### config.mk
export PLATFORM = sky130hd
export DESIGN_NAME = reg_access_ctrl_flat
export DESIGN_NICKNAME = d
export VERILOG_FILES = /design/src/rtl/reg_access_ctrl_pkg.sv /design/src/rtl/reg_access_ctrl_if.sv /design/src/rtl/reg_access_ctrl_operand_capture.sv /design/src/rtl/reg_access_ctrl.sv /design/src/flat_wrapper.sv
export SDC_FILE = /design/constraint.sdc
export NUM_CORES = 1
export LEC_CHECK = 0
export ABC_AREA = 1
export CAP_MARGIN = 10
export CORE_ASPECT_RATIO = 0.6
export CORE_MARGIN = 4
export CORE_UTILIZATION = 45
export DETAILED_ROUTE_END_ITERATION = 10
export GPL_TIMING_DRIVEN = 0
export PLACE_DENSITY = 0.8
export SYNTH_ARGS = -nofsm -noshare
export SYNTH_HDL_FRONTEND = slang
export SYNTH_SLANG_ARGS = --single-unit
### constraint.sdc
create_clock -name clk -period 2.3 [get_ports clk]
set_clock_uncertainty 0.15 [all_clocks]
set_input_delay 0.575 -clock clk [delete_from_list [all_inputs] [get_ports clk]]
set_output_delay 0.575 -clock clk [all_outputs]
set_load 0.05 [all_outputs]
### src/rtl/reg_access_ctrl_pkg.sv
// Shared widths, state encoding and small helpers for the register access controller.
package reg_access_ctrl_pkg;

    // Architectural register index, data word and default ROB tag widths.
    localparam int REGINDEX = 5;
    localparam int DATALEN  = 32;
    localparam int ROBINDEX = 4;

    // Number of source operands looked up per request (rs1, rs2).
    localparam int NUM_OPS = 2;

    // Width of the debug stall counter.
    localparam int STALL_W = 16;

    // Controller state encoding.
    typedef enum logic [1:0] {
        ST_IDLE   = 2'd0,
        ST_LOOKUP = 2'd1,
        ST_RESP   = 2'd2,
        ST_FLUSH  = 2'd3
    } state_t;

    // An operand only participates in lookup/bypass when it is needed and
    // does not name x0 (which always reads as a ready zero).
    function automatic logic operand_active(input logic need,
                                            input logic [REGINDEX-1:0] idx);
        return need && (idx != '0);
    endfunction

endpackage

### src/rtl/reg_access_ctrl_if.sv
// Decoder-side request/response handshake between the decoder and the
// register access controller.
interface reg_access_ctrl_if
    import reg_access_ctrl_pkg::*;
#(
    parameter int ROB_W = ROBINDEX
);
    // Request from decoder
    logic                dec_valid;
    logic                dec_ready;
    logic [REGINDEX-1:0] dec_rs1;
    logic [REGINDEX-1:0] dec_rs2;
    logic [REGINDEX-1:0] dec_rd;
    logic                dec_need_rs1;
    logic                dec_need_rs2;
    logic                dec_have_rd;
    logic [ROB_W-1:0]    dec_rob_tag;

    // Operand response to decoder
    logic                op_valid;
    logic                op_ready;
    logic [DATALEN-1:0]  op_rs1_val;
    logic [DATALEN-1:0]  op_rs2_val;
    logic                op_rs1_busy;
    logic                op_rs2_busy;
    logic [ROB_W-1:0]    op_rs1_tag;
    logic [ROB_W-1:0]    op_rs2_tag;

    // Decoder side
    modport master (
        output dec_valid, dec_rs1, dec_rs2, dec_rd,
               dec_need_rs1, dec_need_rs2, dec_have_rd, dec_rob_tag,
               op_ready,
        input  dec_ready,
               op_valid, op_rs1_val, op_rs2_val,
               op_rs1_busy, op_rs2_busy, op_rs1_tag, op_rs2_tag
    );

    // Controller side
    modport slave (
        input  dec_valid, dec_rs1, dec_rs2, dec_rd,
               dec_need_rs1, dec_need_rs2, dec_have_rd, dec_rob_tag,
               op_ready,
        output dec_ready,
               op_valid, op_rs1_val, op_rs2_val,
               op_rs1_busy, op_rs2_busy, op_rs1_tag, op_rs2_tag
    );

endinterface

### src/rtl/reg_access_ctrl_operand_capture.sv
// One source operand: captures the regfile lookup result and keeps watching
// the commit stream so a value produced while the request waits is picked up.
module operand_capture
    import reg_access_ctrl_pkg::*;
#(
    parameter int ROB_W = ROBINDEX
)(
    input  logic                clk,
    input  logic                rst,
    // control from the controller FSM
    input  logic                load,
    input  logic                track,
    input  logic                clear,
    // latched operand selector
    input  logic [REGINDEX-1:0] idx,
    input  logic                need,
    // regfile lookup result for idx
    input  logic [DATALEN-1:0]  rd_val,
    input  logic                rd_busy,
    input  logic [ROB_W-1:0]    rd_tag,
    // commit stream
    input  logic                cmt_en,
    input  logic [REGINDEX-1:0] cmt_idx,
    input  logic [ROB_W-1:0]    cmt_tag,
    input  logic [DATALEN-1:0]  cmt_val,
    // captured operand
    output logic [DATALEN-1:0]  val,
    output logic                busy,
    output logic [ROB_W-1:0]    tag
);

    logic [DATALEN-1:0] val_reg,  val_next;
    logic               busy_reg, busy_next;
    logic [ROB_W-1:0]   tag_reg,  tag_next;

    logic               active;
    logic               hit_lookup;
    logic               hit_track;

    assign active = operand_active(need, idx);

    // A commit resolves the operand only when it names the same register and
    // the exact producer tag still recorded as pending; older commits of the
    // same register are stale and ignored.
    assign hit_lookup = cmt_en && (cmt_idx == idx) && rd_busy  && (cmt_tag == rd_tag);
    assign hit_track  = cmt_en && (cmt_idx == idx) && busy_reg && (cmt_tag == tag_reg);

    // Next-state for the captured operand: clear, load with same-cycle bypass,
    // or late bypass while the response is waiting.
    always_comb begin
        val_next  = val_reg;
        busy_next = busy_reg;
        tag_next  = tag_reg;
        if (clear) begin
            val_next  = '0;
            busy_next = 1'b0;
            tag_next  = '0;
        end else if (load) begin
            if (!active) begin
                val_next  = '0;
                busy_next = 1'b0;
                tag_next  = '0;
            end else if (hit_lookup) begin
                val_next  = cmt_val;
                busy_next = 1'b0;
                tag_next  = '0;
            end else begin
                val_next  = rd_val;
                busy_next = rd_busy;
                tag_next  = rd_tag;
            end
        end else if (track && hit_track) begin
            val_next  = cmt_val;
            busy_next = 1'b0;
            tag_next  = '0;
        end
    end

    // Operand register with asynchronous active-low reset.
    always_ff @(posedge clk or negedge rst) begin
        if (!rst) begin
            val_reg  <= '0;
            busy_reg <= 1'b0;
            tag_reg  <= '0;
        end else begin
            val_reg  <= val_next;
            busy_reg <= busy_next;
            tag_reg  <= tag_next;
        end
    end

    assign val  = val_reg;
    assign busy = busy_reg;
    assign tag  = tag_reg;

endmodule

### src/rtl/reg_access_ctrl.sv
// Register access controller: accepts a decoder request, reads both source
// operands from the regfile, applies commit bypass, returns operands and then
// renames the destination. Commits pass straight through to the regfile.
module reg_access_ctrl
    import reg_access_ctrl_pkg::*;
#(
    parameter int ROB_W = ROBINDEX
)(
    input  logic                clk,
    input  logic                rst,
    input  logic                rdy,
    input  logic                jump_wrong,

    reg_access_ctrl_if.slave    dec_if,

    // ROB commit
    input  logic                cmt_en,
    input  logic [REGINDEX-1:0] cmt_idx,
    input  logic [ROB_W-1:0]    cmt_tag,
    input  logic [DATALEN-1:0]  cmt_val,

    // regfile read (combinational)
    output logic [REGINDEX-1:0] rf_rd_idx1,
    output logic [REGINDEX-1:0] rf_rd_idx2,
    input  logic [DATALEN-1:0]  rf_rd_val1,
    input  logic [DATALEN-1:0]  rf_rd_val2,
    input  logic                rf_rd_busy1,
    input  logic                rf_rd_busy2,
    input  logic [ROB_W-1:0]    rf_rd_tag1,
    input  logic [ROB_W-1:0]    rf_rd_tag2,

    // regfile writes
    output logic                rf_ren_we,
    output logic [REGINDEX-1:0] rf_ren_idx,
    output logic [ROB_W-1:0]    rf_ren_tag,
    output logic                rf_cmt_we,
    output logic [REGINDEX-1:0] rf_cmt_idx,
    output logic [ROB_W-1:0]    rf_cmt_tag,
    output logic [DATALEN-1:0]  rf_cmt_val,
    output logic                rf_flush
);

    state_t state_reg, state_next;

    // Latched request fields
    logic [REGINDEX-1:0] rs1_reg, rs2_reg, rd_reg;
    logic                need_rs1_reg, need_rs2_reg, have_rd_reg;
    logic [ROB_W-1:0]    rob_tag_reg;

    // Debug-only stall counter (cycles spent in RESP without op_ready)
    logic [STALL_W-1:0]  dbg_stall_cnt_reg, dbg_stall_cnt_next;

    // FSM control strobes
    logic accept;
    logic capture;
    logic track;
    logic flush_now;
    logic ren_fire;
    logic dec_ready_c;
    logic op_valid_c;
    logic rd_drive;

    // Per-operand arrays feeding the two capture instances
    logic [REGINDEX-1:0] opnd_idx     [NUM_OPS];
    logic                opnd_need    [NUM_OPS];
    logic [DATALEN-1:0]  opnd_rd_val  [NUM_OPS];
    logic                opnd_rd_busy [NUM_OPS];
    logic [ROB_W-1:0]    opnd_rd_tag  [NUM_OPS];
    logic [DATALEN-1:0]  opnd_val     [NUM_OPS];
    logic                opnd_busy    [NUM_OPS];
    logic [ROB_W-1:0]    opnd_tag     [NUM_OPS];

    assign opnd_idx[0]     = rs1_reg;
    assign opnd_idx[1]     = rs2_reg;
    assign opnd_need[0]    = need_rs1_reg;
    assign opnd_need[1]    = need_rs2_reg;
    assign opnd_rd_val[0]  = rf_rd_val1;
    assign opnd_rd_val[1]  = rf_rd_val2;
    assign opnd_rd_busy[0] = rf_rd_busy1;
    assign opnd_rd_busy[1] = rf_rd_busy2;
    assign opnd_rd_tag[0]  = rf_rd_tag1;
    assign opnd_rd_tag[1]  = rf_rd_tag2;

    // Commits only take effect (bypass or regfile write) while enabled.
    logic cmt_live;
    assign cmt_live = cmt_en && rdy;

    generate
        for (genvar gi = 0; gi < NUM_OPS; gi++) begin : g_opnd
            operand_capture #(
                .ROB_W   (ROB_W)
            ) u_operand_capture (
                .clk     (clk),
                .rst     (rst),
                .load    (capture),
                .track   (track),
                .clear   (flush_now),
                .idx     (opnd_idx[gi]),
                .need    (opnd_need[gi]),
                .rd_val  (opnd_rd_val[gi]),
                .rd_busy (opnd_rd_busy[gi]),
                .rd_tag  (opnd_rd_tag[gi]),
                .cmt_en  (cmt_live),
                .cmt_idx (cmt_idx),
                .cmt_tag (cmt_tag),
                .cmt_val (cmt_val),
                .val     (opnd_val[gi]),
                .busy    (opnd_busy[gi]),
                .tag     (opnd_tag[gi])
            );
        end
    endgenerate

    // Next-state and strobe decode. A mispredict wins over everything else,
    // including a same-cycle response handshake, so no rename escapes.
    always_comb begin
        state_next  = state_reg;
        accept      = 1'b0;
        capture     = 1'b0;
        track       = 1'b0;
        flush_now   = 1'b0;
        ren_fire    = 1'b0;
        dec_ready_c = 1'b0;
        op_valid_c  = 1'b0;
        rd_drive    = 1'b0;
        unique case (state_reg)
            ST_IDLE: begin
                dec_ready_c = !jump_wrong;
                if (rdy) begin
                    if (jump_wrong) begin
                        flush_now  = 1'b1;
                        state_next = ST_FLUSH;
                    end else if (dec_if.dec_valid) begin
                        accept     = 1'b1;
                        state_next = ST_LOOKUP;
                    end
                end
            end
            ST_LOOKUP: begin
                rd_drive = 1'b1;
                if (rdy) begin
                    if (jump_wrong) begin
                        flush_now  = 1'b1;
                        state_next = ST_FLUSH;
                    end else begin
                        capture    = 1'b1;
                        state_next = ST_RESP;
                    end
                end
            end
            ST_RESP: begin
                op_valid_c = !jump_wrong;
                if (rdy) begin
                    if (jump_wrong) begin
                        flush_now  = 1'b1;
                        state_next = ST_FLUSH;
                    end else begin
                        track = 1'b1;
                        if (dec_if.op_ready) begin
                            ren_fire   = have_rd_reg && (rd_reg != '0);
                            state_next = ST_IDLE;
                        end
                    end
                end
            end
            ST_FLUSH: begin
                if (rdy) begin
                    state_next = ST_IDLE;
                end
            end
            default: begin
                state_next = ST_IDLE;
            end
        endcase
    end

    // State register.
    always_ff @(posedge clk or negedge rst) begin
        if (!rst) begin
            state_reg <= ST_IDLE;
        end else begin
            state_reg <= state_next;
        end
    end

    // Request field latch on handshake; cleared on flush so nothing lingers.
    always_ff @(posedge clk or negedge rst) begin
        if (!rst) begin
            rs1_reg      <= '0;
            rs2_reg      <= '0;
            rd_reg       <= '0;
            need_rs1_reg <= 1'b0;
            need_rs2_reg <= 1'b0;
            have_rd_reg  <= 1'b0;
            rob_tag_reg  <= '0;
        end else if (flush_now) begin
            rs1_reg      <= '0;
            rs2_reg      <= '0;
            rd_reg       <= '0;
            need_rs1_reg <= 1'b0;
            need_rs2_reg <= 1'b0;
            have_rd_reg  <= 1'b0;
            rob_tag_reg  <= '0;
        end else if (accept) begin
            rs1_reg      <= dec_if.dec_rs1;
            rs2_reg      <= dec_if.dec_rs2;
            rd_reg       <= dec_if.dec_rd;
            need_rs1_reg <= dec_if.dec_need_rs1;
            need_rs2_reg <= dec_if.dec_need_rs2;
            have_rd_reg  <= dec_if.dec_have_rd;
            rob_tag_reg  <= dec_if.dec_rob_tag;
        end
    end

    // Saturating count of cycles the decoder leaves a valid response waiting.
    always_comb begin
        dbg_stall_cnt_next = dbg_stall_cnt_reg;
        if (rdy && (state_reg == ST_RESP) && !jump_wrong && !dec_if.op_ready
                && (dbg_stall_cnt_reg != {STALL_W{1'b1}})) begin
            dbg_stall_cnt_next = dbg_stall_cnt_reg + 1'b1;
        end
    end

    // Stall counter register.
    always_ff @(posedge clk or negedge rst) begin
        if (!rst) begin
            dbg_stall_cnt_reg <= '0;
        end else begin
            dbg_stall_cnt_reg <= dbg_stall_cnt_next;
        end
    end

    // Output drive; everything reads zero while reset is held.
    always_comb begin
        dec_if.dec_ready   = rst && dec_ready_c;
        dec_if.op_valid    = rst && op_valid_c;
        dec_if.op_rs1_val  = rst ? opnd_val[0]  : '0;
        dec_if.op_rs2_val  = rst ? opnd_val[1]  : '0;
        dec_if.op_rs1_busy = rst && opnd_busy[0];
        dec_if.op_rs2_busy = rst && opnd_busy[1];
        dec_if.op_rs1_tag  = rst ? opnd_tag[0]  : '0;
        dec_if.op_rs2_tag  = rst ? opnd_tag[1]  : '0;

        rf_rd_idx1 = (rst && rd_drive) ? rs1_reg : '0;
        rf_rd_idx2 = (rst && rd_drive) ? rs2_reg : '0;

        // Rename is issued after the operands were handed over, so an
        // instruction reading its own destination sees the old mapping.
        rf_ren_we  = rst && ren_fire;
        rf_ren_idx = rst ? rd_reg      : '0;
        rf_ren_tag = rst ? rob_tag_reg : '0;

        // Commits are never stalled by the FSM; the regfile orders a
        // same-index rename after the commit.
        rf_cmt_we  = rst && cmt_live;
        rf_cmt_idx = rst ? cmt_idx : '0;
        rf_cmt_tag = rst ? cmt_tag : '0;
        rf_cmt_val = rst ? cmt_val : '0;

        rf_flush   = rst && rdy && (state_reg == ST_FLUSH);
    end

endmodule

### src/flat_wrapper.sv
// flat-port wrapper written by rule: the top's interface ports become plain ports
module reg_access_ctrl_flat import reg_access_ctrl_pkg::*;
#(
    parameter int ROB_W = ROBINDEX
)
  (clk, rst, rdy, jump_wrong, cmt_en, cmt_idx, cmt_tag, cmt_val, rf_rd_idx1, rf_rd_idx2, rf_rd_val1, rf_rd_val2, rf_rd_busy1, rf_rd_busy2, rf_rd_tag1, rf_rd_tag2, rf_ren_we, rf_ren_idx, rf_ren_tag, rf_cmt_we, rf_cmt_idx, rf_cmt_tag, rf_cmt_val, rf_flush, dec_if_dec_valid, dec_if_dec_rs1, dec_if_dec_rs2, dec_if_dec_rd, dec_if_dec_need_rs1, dec_if_dec_need_rs2, dec_if_dec_have_rd, dec_if_dec_rob_tag, dec_if_op_ready, dec_if_dec_ready, dec_if_op_valid, dec_if_op_rs1_val, dec_if_op_rs2_val, dec_if_op_rs1_busy, dec_if_op_rs2_busy, dec_if_op_rs1_tag, dec_if_op_rs2_tag);
  reg_access_ctrl_if #(.ROB_W(ROB_W)) dec_if_i ();
  input  logic clk;
  input  logic rst;
  input  logic rdy;
  input  logic jump_wrong;
  input  logic cmt_en;
  input  logic [REGINDEX-1:0] cmt_idx;
  input  logic [ROB_W-1:0] cmt_tag;
  input  logic [DATALEN-1:0] cmt_val;
  output logic [REGINDEX-1:0] rf_rd_idx1;
  output logic [REGINDEX-1:0] rf_rd_idx2;
  input  logic [DATALEN-1:0] rf_rd_val1;
  input  logic [DATALEN-1:0] rf_rd_val2;
  input  logic rf_rd_busy1;
  input  logic rf_rd_busy2;
  input  logic [ROB_W-1:0] rf_rd_tag1;
  input  logic [ROB_W-1:0] rf_rd_tag2;
  output logic rf_ren_we;
  output logic [REGINDEX-1:0] rf_ren_idx;
  output logic [ROB_W-1:0] rf_ren_tag;
  output logic rf_cmt_we;
  output logic [REGINDEX-1:0] rf_cmt_idx;
  output logic [ROB_W-1:0] rf_cmt_tag;
  output logic [DATALEN-1:0] rf_cmt_val;
  output logic rf_flush;
  input wire logic [$bits(dec_if_i.dec_valid)-1:0] dec_if_dec_valid;
  input wire logic [$bits(dec_if_i.dec_rs1)-1:0] dec_if_dec_rs1;
  input wire logic [$bits(dec_if_i.dec_rs2)-1:0] dec_if_dec_rs2;
  input wire logic [$bits(dec_if_i.dec_rd)-1:0] dec_if_dec_rd;
  input wire logic [$bits(dec_if_i.dec_need_rs1)-1:0] dec_if_dec_need_rs1;
  input wire logic [$bits(dec_if_i.dec_need_rs2)-1:0] dec_if_dec_need_rs2;
  input wire logic [$bits(dec_if_i.dec_have_rd)-1:0] dec_if_dec_have_rd;
  input wire logic [$bits(dec_if_i.dec_rob_tag)-1:0] dec_if_dec_rob_tag;
  input wire logic [$bits(dec_if_i.op_ready)-1:0] dec_if_op_ready;
  output wire logic [$bits(dec_if_i.dec_ready)-1:0] dec_if_dec_ready;
  output wire logic [$bits(dec_if_i.op_valid)-1:0] dec_if_op_valid;
  output wire logic [$bits(dec_if_i.op_rs1_val)-1:0] dec_if_op_rs1_val;
  output wire logic [$bits(dec_if_i.op_rs2_val)-1:0] dec_if_op_rs2_val;
  output wire logic [$bits(dec_if_i.op_rs1_busy)-1:0] dec_if_op_rs1_busy;
  output wire logic [$bits(dec_if_i.op_rs2_busy)-1:0] dec_if_op_rs2_busy;
  output wire logic [$bits(dec_if_i.op_rs1_tag)-1:0] dec_if_op_rs1_tag;
  output wire logic [$bits(dec_if_i.op_rs2_tag)-1:0] dec_if_op_rs2_tag;
  assign dec_if_i.dec_valid = dec_if_dec_valid;
  assign dec_if_i.dec_rs1 = dec_if_dec_rs1;
  assign dec_if_i.dec_rs2 = dec_if_dec_rs2;
  assign dec_if_i.dec_rd = dec_if_dec_rd;
  assign dec_if_i.dec_need_rs1 = dec_if_dec_need_rs1;
  assign dec_if_i.dec_need_rs2 = dec_if_dec_need_rs2;
  assign dec_if_i.dec_have_rd = dec_if_dec_have_rd;
  assign dec_if_i.dec_rob_tag = dec_if_dec_rob_tag;
  assign dec_if_i.op_ready = dec_if_op_ready;
  assign dec_if_dec_ready = dec_if_i.dec_ready;
  assign dec_if_op_valid = dec_if_i.op_valid;
  assign dec_if_op_rs1_val = dec_if_i.op_rs1_val;
  assign dec_if_op_rs2_val = dec_if_i.op_rs2_val;
  assign dec_if_op_rs1_busy = dec_if_i.op_rs1_busy;
  assign dec_if_op_rs2_busy = dec_if_i.op_rs2_busy;
  assign dec_if_op_rs1_tag = dec_if_i.op_rs1_tag;
  assign dec_if_op_rs2_tag = dec_if_i.op_rs2_tag;
  reg_access_ctrl #(.ROB_W(ROB_W)) u_core (.clk(clk), .rst(rst), .rdy(rdy), .jump_wrong(jump_wrong), .dec_if(dec_if_i), .cmt_en(cmt_en), .cmt_idx(cmt_idx), .cmt_tag(cmt_tag), .cmt_val(cmt_val), .rf_rd_idx1(rf_rd_idx1), .rf_rd_idx2(rf_rd_idx2), .rf_rd_val1(rf_rd_val1), .rf_rd_val2(rf_rd_val2), .rf_rd_busy1(rf_rd_busy1), .rf_rd_busy2(rf_rd_busy2), .rf_rd_tag1(rf_rd_tag1), .rf_rd_tag2(rf_rd_tag2), .rf_ren_we(rf_ren_we), .rf_ren_idx(rf_ren_idx), .rf_ren_tag(rf_ren_tag), .rf_cmt_we(rf_cmt_we), .rf_cmt_idx(rf_cmt_idx), .rf_cmt_tag(rf_cmt_tag), .rf_cmt_val(rf_cmt_val), .rf_flush(rf_flush));
endmodule
Word-level counts from Yosys, hierarchy flattened
Index checks and enable logic that the tools add are counted.
- register bits: 98
- latch bits: 0
- RAM bits: 0
- ROM bits: 0
- bits of input ports: 144
- output and inout port bits: 139
- memories: 0
- add/subtract/negate cells: 0
- multiply operators: 0
- div/mod/pow operators: 0
- $lt $le $gt $ge: 0
- equal/unequal tests: 15
- shifts and indexed selects: 0
- mux-type cells: 83
- bitwise operators: 0
- reductions and logical operators: 35
- operators by type and width (kind ; number):
    32-bit 2-to-1 mux ; 13
    4-bit 2-to-1 mux ; 16
    5-bit 2-to-1 mux ; 10
    1-bit 2-to-1 mux ; 35
    1-bit logical AND ; 25
    4-bit == test ; 4
    2-bit 2-to-1 mux ; 8
    5-bit nonzero test ; 3
    5-bit == test ; 2
    2-bit inequality test, second input constant ; 4
    2-bit case mux with 4 select lines ; 1
    3-bit inequality test, second input constant ; 2
    6-bit AND reduction ; 1
    3-bit nonzero test ; 2
    2-bit == test, second input constant ; 2
    3-bit OR reduction ; 1
    2-bit by 1-bit == test with 1-bit output, second input constant ; 1
    2-bit logical NOT ; 1
    2-bit nonzero test ; 1
    1-bit logical NOT ; 1

Logic depth before layout (Yosys ltp)
Gate-level depths: netlist of run 1.
- word-level depth: 8
- depth in mapped cells: 14
- gate-level depth less buffers: 12

Modules after synthesis
Synthesis of run 1 repeated with hierarchy kept, for this count alone.
- cell total of the unflattened synthesis: 1192
- area, all modules: 7454.6 um^2
- by module, submodules not included (module ; instances ; cells each ; area an instance (um^2) ; sequential area each (um^2)):
    operand_capture ; 2 ; 383 ; 2571.2 ; 925.9
    reg_access_ctrl ; 1 ; 426 ; 2312.2 ; 600.6

Least setup slack after synthesis of run 1
OpenSTA, ideal clock, no wires.
- path kind: input -> output
- start: in rst
- end: out rf_ren_we
- data arrival time: 2576 ps
- setup slack: -1001 ps
- cell stages on the path: 5
- path buffers: 1
- path through: clkbuf_1 -> inv_1 -> nor2_1 -> nand4_1 -> a21oi_1
- longest elaborated chain between the ends: 1
- ends and longest elaborated chain (item ; RTL line ; text):
    start: declaration ; flat_wrapper.sv:9 ; input logic rst;
    1-bit logical AND ; reg_access_ctrl.sv:249 ; rf_ren_we = rst && ren_fire;
    end: declaration ; flat_wrapper.sv:24 ; output logic rf_ren_we;
No other way between the ends.

Worst setup path in the final report of run 1
- start: in jump_wrong
- end: out rf_ren_we
- longest elaborated chain between the ends: 4
- ends and longest elaborated chain (item ; RTL line ; text):
    start: declaration ; flat_wrapper.sv:11 ; input logic jump_wrong;
    1-bit 2-to-1 mux ; reg_access_ctrl.sv:154 ; if (jump_wrong) begin
    1-bit 2-to-1 mux ; reg_access_ctrl.sv:153 ; if (rdy) begin
    1-bit 2-to-1 mux ; reg_access_ctrl.sv:126 ; unique case (state_reg)
    1-bit logical AND ; reg_access_ctrl.sv:249 ;
No other way between the ends.

==> results of run 1 <==
[cells in the mapped netlist (all sizes together)]
cell type	number	area, um^2
nand3	149	745.7
o21ai	28	140.1
clkinv	2	7.510
a31oi	1	6.260
clkbuf	31	116.4
nor2	95	379.1
o211ai	1	7.510
a21boi	1	11.26
or2	2	12.51
a22o	11	96.34
a21oi	24	120.1
nor4	1	6.260
dfrtp	98	2452
inv	264	991.0
nand4	3	18.77
nor3	4	25.02
xnor2	7	61.31
buf	40	239.0
nand2	528	1999
[power by group through the flow]
stage               Combinational [uW]  Sequential, uW  Clock (uW)
floorplan                         2400            2410           0
global placement                  3590            2490           0
finish                            3790            2540        1610
global route                      4070            2580        1710
detailed placement                3630            2490           0
CTS                               3710            2520        1630
[worst max-delay path, delay by kind of cell]
family,cells,cell delay (ns)
compound gates,1,0.18
simple gates,3,0.40
buf+inv,3,0.51
[path summary, 6_finish.rpt]
path | startpoint | endpoint | slack [ns] | cells past startpoint
min reg2reg | u_core.g_opnd[1].u_operand_capture.val[9]$_DFFE_PN0P_ | u_core.g_opnd[1].u_operand_capture.val[9]$_DFFE_PN0P_ | 0.33 | 2
max in group asynchronous | rst | u_core.g_opnd[1].u_operand_capture.val[30]$_DFFE_PN0P_ | 0.94 | 2
min | rst | u_core.rs2_reg[0]$_DFFE_PN0P_ | 0.02 | 1
max reg2reg | u_core.state_reg[0]$_DFFE_PN0P_ | u_core.g_opnd[1].u_operand_capture.val[4]$_DFFE_PN0P_ | 0.12 | 8
max | jump_wrong | rf_ren_we | -0.1 | 7
min in group clk | u_core.g_opnd[1].u_operand_capture.val[9]$_DFFE_PN0P_ | u_core.g_opnd[1].u_operand_capture.val[9]$_DFFE_PN0P_ | 0.33 | 2
[cells by family (layout without fill, tap and decap cells)]
group / after synthesis / after routing / synth area share, %
and+or+nand+nor: 782 / 783 / 42.86
buffers and inverters: 337 / 661 / 18.21
xor gates and xnor gates: 7 / 7 / 0.8245
DFF: 98 / 98 / 32.98
AOI/OAI and AO/OA: 66 / 66 / 5.132
[layer usage]
layer	global-route usage (%)	vias to the layer above	wire, um
met3	8.635	56	3682
met1	47.28	4329	13880
met4	7.115	0	544
met2	47.26	592	13100
li1	-	4457	-
met5	0	-	0
[timing repair]
item | in CTS | in global routing
hold buffers | 2 | 0
resized for setup | 881 | 54
hold endpoints to repair | 16 | 0
endpoints found under the setup margin | 229 | 91
pin swaps | 6 | 9
buffers inserted | 9 | 9
cloned | 6 | 3
[final cells by class]
cell class,instances,area share [%]
Sequential cell,98,21.29
Clock inverter,6,0.6078
Clock buffer,10,2.073
Tap cell,209,2.269
Timing Repair Buffer,309,24.80
Multi-Input combinational cell,856,33.90
Buffer,70,5.080
Inverter,266,9.986
[through the flow]
step           cell area, um^2  cells  util (%)  setup slack (ns)  hold slack, ns
6_report                 11530   1824     71.09          -0.09848         0.02015
5_1_grt                  11530   1824     71.09           -0.1652         0.01812
4_1_cts                  11240   1812     69.34          -0.08114         0.01987
3_5_place_dp             10800   1780     66.59            -2.161          0.3150
3_3_place_gp             10770   1779     66.44            -5.585          0.3124
2_1_floorplan             7709   1290         -          0.004080          0.1294
==> summary.txt, run 1 <==
Outcome
  • Status: complete, but fails checks
  • Failing checks: negative setup slack

Finish
  • # fillers: 1,421
  • Register area: 0.002454 mm^2
  • Area Growth Syn to Fin: 55.02%
  • Most frequent cells in the layout: 482 x nand2_1, 218 x inv_1, 149 x nand3_1, 131 x clkdlybuf4s50_1, 97 x dfrtp_1
  • Share of cells above drive strength 1: 22.29%
  • Commonest non-fill, non-tap cell in the layout: nand2_1
  • Fin nets: 1,754
  • Number of diodes: 0
  • Multi-input logic area: 0.003908 mm^2
  • Max FFs per register: 64

Global routing
  • Largest net degree at the start of global routing: 26
  • Vias in the first global route: 8,632
  • GR Overflow Total: 0
  • Antenna violations before repair: 1
  • Tot GR Track Use: 32.15%
  • First-pass GRT wire length: 47.13 mm

Worst setup path
  • WP data required: 1.57 ns
  • Crit-path cells: dlygate4sd2_1 -> nor2_2 -> inv_2 -> nor2_4 -> nand4_1 -> a21oi_4 -> buf_8
  • WP data arrival: 1.67 ns
  • Setup crit end kind: output port
  • Critical path class: in2out
  • CP max stage cell: dlygate4sd2_1
  • Startpoint Class: input port
  • Slowest stage delay, CP: 0.29 ns
  • CP max FO: 5

Synth
  • Cells after Synth: 1,290
  • Unique masters post-synth: 27
  • Syn_nets: 1,434
  • #FFs+latches synth: 98
  • Ys Warns: 0
  • Sequential fraction of the synthesis area: 32.98%
  • Mapped Area: 0.007436 mm^2
  • Syn_area_per_cell: 5.764 um^2

Placed design
  • Final RePlAce weighted congestion: 0.9334
  • HPWL after DPL: 22.67 mm
  • PortBufs: 280

STA
  • Hold Violations, Final: 0
  • Setup violators final: 1
  • Highest clock rate: 416.9 MHz
  • Worst Tran Pin Value: 0.6292 ns
  • Slew headroom: 57.91%
  • Part of the cycle the worst path needs: 104.3%
  • Tmin final: 2.398 ns
  • Final slew viol count: 0
  • RSZ-0062 raised after global routing: yes
  • Final setup TNS: -0.09848 ns
  • Final WS setup: -0.09848 ns

Drt
  • Via count: 9,434
  • DRT antenna net count: 0
  • Drt pass-1 iters: 8
  • Drt drc: 0
  • DR WL/cell: 17.11 um
  • Vias/cell: 5.172
  • Routed WL: 31.20 mm
  • First DRT Iteration DRCs: 1,199

Worst hold path
  • Hold crit path type: in2async

Pwr
  • Internal power: 4374 uW
  • Net Switching: 3575 uW
  • Tot Pwr: 7950 uW
  • Clock share of power: 20.3%
  • Sw Share: 44.97%
  • Combinational fraction of design power: 47.7%
  • Worst VDD drop: 0.4383 mV
  • Flop pwr share: 32.0%
  • PD cells: 689.6 mW/mm^2
  • LEAKAGE: 0.006424 uW

Floorplan
  • Die H: 107.6 um
  • Die ar.: 0.01871 mm^2
  • Initial Util: 45.86%
  • Row cnt: 36
  • Core Area: 0.01622 mm^2
  • Chip Width: 174.0 um
  • Top Ports: 283

CTS
  • Clock Path Buffers: 2
  • Clock Pin Slew Worst Setup and Hold Paths: 0.08 ns
  • CTS tree: built
  • CTS Sinks: 98
  • CTS HTree Levels: 3
  • Clk root buf: clkbuf_16
  • TritonCTS Buffers: 9
  • Clk Latency, worst-skew pair: 0.36 ns

Job
  • Max Cap Viol: 0
Note: power is estimated with default switching activity, not from simulation.
==> run 2: changes to the inputs <==
--- a/config.mk
+++ b/config.mk
@@ -11,7 +11,6 @@
 export CORE_MARGIN = 4
 export CORE_UTILIZATION = 45
 export DETAILED_ROUTE_END_ITERATION = 10
-export GPL_TIMING_DRIVEN = 0
 export PLACE_DENSITY = 0.8
 export SYNTH_ARGS = -nofsm -noshare
 export SYNTH_HDL_FRONTEND = slang
==> run 2 against run 1 <==
- the flow still finishes with violations (negative setup slack)
- sequential share of layout area fell by 2.6 points
- clock power down 3%
- cell area up 14%
- die area unchanged
- routed wire length decreased by 7.7%
- clock-buffer cell count unchanged
- global-route usage decreased by 2.5 points
- non-clock buffer count shrank 13
- sequential cell count is the same
- register-to-register slack better by 0.17 ns
- core utilization increased by 9.9 points
- largest power group unchanged
==> summary.txt, run 2 (synthesis gave the netlist of run 1 again) <==
Outcome
  • Status: complete, but fails checks
  • Failing checks: negative setup slack

Worst setup path
  • CP max stage cell: dfrtp_1
  • Setup slack, reg-to-reg: 0.29 ns (+0.17 ns)
  • Worst setup path startpoint: u_core.state_reg[0]$_DFFE_PN0P_
  • Setup crit end kind: output port
  • Largest delay share family, worst path: simple AND/OR/NAND/NOR gates
  • Critical path class: reg2out
  • Slowest stage delay, CP: 0.41 ns (+0.12 ns)
  • WP data required: 1.57 ns (about the same)
  • RR Endpoint: u_core.g_opnd[1].u_operand_capture.val[3]$_DFFE_PN0P_
  • Startpoint Class: flop
  • CP max FO: 4 (-1)
  • Most used cell along the critical path: inv_2
  • Worst r2r src: u_core.state_reg[0]$_DFFE_PN0P_
  • Crit path depth: 8 (+1)
  • Crit-path cells: inv_2 -> nand2_2 -> nor2_2 -> inv_2 -> nor2_4 -> nand4_1 -> a21oi_4 -> buf_12
  • WP data arrival: 1.64 ns (-0.03 ns)
  • R2R cell count: 12 (+4)
  • Buffers & Inverters on Critical Path: 3 (unchanged)
  • Worst Setup EP: rf_ren_we

CTS
  • Clock Path Buffers: 2 (unchanged)
  • CTS HTree Levels: 3 (unchanged)
  • Clock Pin Slew Worst Setup and Hold Paths: 0.07 ns (about the same)
  • CTS Sinks: 98 (unchanged)
  • Clk Latency, worst-skew pair: 0.34 ns (-0.02 ns)
  • CTS tree: built
  • Clk root buf: clkbuf_16
  • TritonCTS Buffers: 9 (unchanged)

Finish
  • Number of diodes: 0 (unchanged)
  • Register area: 0.002452 mm^2 (about the same)
  • Most frequent cells in the layout: 521 x nand2_1, 217 x inv_1, 161 x buf_12, 148 x nand3_1, 134 x clkdlybuf4s50_1
  • Final Util: 80.98% (+9.9 points)
  • Final Instance Area: 0.01313 mm^2 (+14%)
  • Fin nets: 1,740 (-0.80%)
  • Area Growth Syn to Fin: 76.59%
  • Commonest non-fill, non-tap cell in the layout: nand2_1
  • Share of cells above drive strength 1: 20.05% (-2.2 points)
  • Multi-input logic area: 0.003781 mm^2 (-3.2%)
  • Non-Filler Instances: 1,810 (-0.77%)
  • # fillers: 1,078 (-24%)
  • Max FFs per register: 64 (unchanged)

STA
  • Setup violators final: 1 (unchanged)
  • Hold Violations, Final: 0 (unchanged)
  • Highest clock rate: 422.4 MHz (+1.3%)
  • Final setup TNS: -0.06729 ns (+0.03118 ns)
  • Part of the cycle the worst path needs: 102.9% (-1.4 points)
  • Final WS setup: -0.06729 ns (+0.03118 ns)
  • Slew headroom: 60.50% (+2.6 points)
  • Tmin final: 2.367 ns (-0.03118 ns)
  • RSZ-0062 raised after global routing: yes
  • Worst Tran Pin Value: 0.5870 ns (-0.04218 ns)
  • Final slew viol count: 0 (unchanged)

Drt
  • Routed WL: 28.79 mm (-7.7%)
  • DRT antenna net count: 0 (unchanged)
  • Vias/cell: 5.102 (-1.4%)
  • Via count: 9,235 (-2.1%)
  • Drt pass-1 iters: 5 (-3)
  • DR WL/cell: 15.91 um (-7.0%)
  • First DRT Iteration DRCs: 870 (-27%)
  • Drt drc: 0 (unchanged)

Job
  • Max Cap Viol: 0 (unchanged)

Placed design
  • PortBufs: 282 (+0.71%)
  • HPWL after DPL: 21.25 mm (-6.3%)
  • Dpl cells: 1,784 (+0.22%)
  • Final RePlAce weighted congestion: 0.9138 (-2.1%)
  • Dpl cell area: 0.01263 mm^2 (+17%)

Global routing
  • First-pass GRT wire length: 44.77 mm (-5.0%)
  • GR Overflow Total: 0 (unchanged)
  • Tot GR Track Use: 29.60% (-2.5 points)
  • Largest net degree at the start of global routing: 44 (+69%)
  • Antenna violations before repair: 0 (-1)
  • Vias in the first global route: 8,873 (+2.8%)

Pwr
  • Worst VDD drop: 0.4236 mV (-3.3%)
  • LEAKAGE: 0.006787 uW (+5.6%)
  • PD cells: 657.3 mW/mm^2 (-4.7%)
  • Tot Pwr: 8631 uW (+8.6%)

Floorplan
  • Die H: 107.6 um (unchanged)
  • Die ar.: 0.01871 mm^2 (unchanged)
  • Top Ports: 283 (unchanged)
  • Row cnt: 36 (unchanged)
  • Chip Width: 174.0 um (unchanged)
  • Initial Util: 45.86% (unchanged)
  • Core Area: 0.01622 mm^2 (unchanged)

Worst hold path
  • Hold crit path type: in2async
## run 2: cell types whose count changed in the layout (fill, tap and decap cells not counted), moves of 5 or more
cell,change
buf_2,-93
clkbuf_1,-8
buf_1,-6
buf_12,+156
clkbuf_2,-6
buf_8,-5
nand2_2,-38
nand2_1,+39
clkbuf_4,-9
buf_6,-40
buf_4,+12
## run 2: power by group
part | leakage (uW) | total [uW] | switching [uW] | internal (uW)
clock network | 0.000143 | 1560 | 706 | 850
registers | 0.00127 | 2500 | 305 | 2190
logic | 0.00537 | 4580 | 2590 | 1990
total | 0.00679 | 8630 | 3600 | 5030
## run 2: worst min-delay path by stage
stage	endpoint	slack [ns]	cells after the start
finish	u_core.g_opnd[1].u_operand_capture.tag[0]$_DFFE_PN0P_	0.18	2
detailed placement	u_core.rs1_reg[2]$_DFFE_PN0P_	0.31	1
global placement	u_core.rs1_reg[2]$_DFFE_PN0P_	0.31	1
global route	u_core.g_opnd[1].u_operand_capture.tag[3]$_DFFE_PN0P_	0.18	2
floorplan	u_core.g_opnd[0].u_operand_capture.busy$_DFFE_PN0P_	0.13	0
CTS	u_core.g_opnd[1].u_operand_capture.tag[1]$_DFFE_PN0P_	0.17	2
## run 2: metal layers
| layer | vias up | wire, um | part of all wire, % | track usage, % |
|---|---|---|---|---|
| li1 | 4425 | - | - | - |
| met1 | 4202 | 12090 | 42 | 39.47 |
| met2 | 551 | 13230 | 46 | 48.18 |
| met3 | 57 | 2890 | 10 | 7.090 |
| met4 | 0 | 578 | 2.0 | 8.865 |
| met5 | - | 0 | 0 | 0 |
## run 2: metrics by stage
step,setup WS (ns),hold WS [ns]
5_1_grt,-0.1585,0.1824
3_5_place_dp,-0.2896,0.3130
6_report,-0.06729,0.1767
3_3_place_gp,-0.2785,0.3118
4_1_cts,-0.06900,0.1690
2_1_floorplan,0.004080,0.1294
## run 2: layout make-up
class	count	area share [%]
Timing Repair Buffer	366	39.53
Multi-Input combinational cell	855	28.79
Sequential cell	98	18.68
Inverter	266	8.766
Tap cell	209	1.991
Clock buffer	10	1.744
Clock inverter	6	0.4955
## run 2: timing repair
item	in CTS	in global routing
setup buffers	2	4
pin swaps	2	6
hold endpoints to repair	1	0
gates resized for setup	8	14
hold buffers	1	0
endpoints found under the setup margin	9	51
cloned	0	3
## run 2: worst register-to-register path: stages, from the launching register on
cell and delay, ns:
dfrtp_1 0.41, inv_2 0.08, nand2_2 0.07, nor2_1 0.11, buf_4 0.14, nand3_1 0.09
nor2_2 0.24, a21boi_4 0.10, buf_12 0.14, buf_12 0.16, nor2_1 0.12, nand2_1 0.08
nand2_1 0.07
==> run 3: changes to the inputs <==
--- a/config.mk
+++ b/config.mk
@@ -6,7 +6,7 @@
 export NUM_CORES = 1
 export LEC_CHECK = 0
 export ABC_AREA = 1
-export CAP_MARGIN = 10
+export CAP_MARGIN = 0
 export CORE_ASPECT_RATIO = 0.6
 export CORE_MARGIN = 4
 export CORE_UTILIZATION = 45
==> results of run 3 <==
Same layout as run 2: the final DEF is identical, and so are final timing and power.
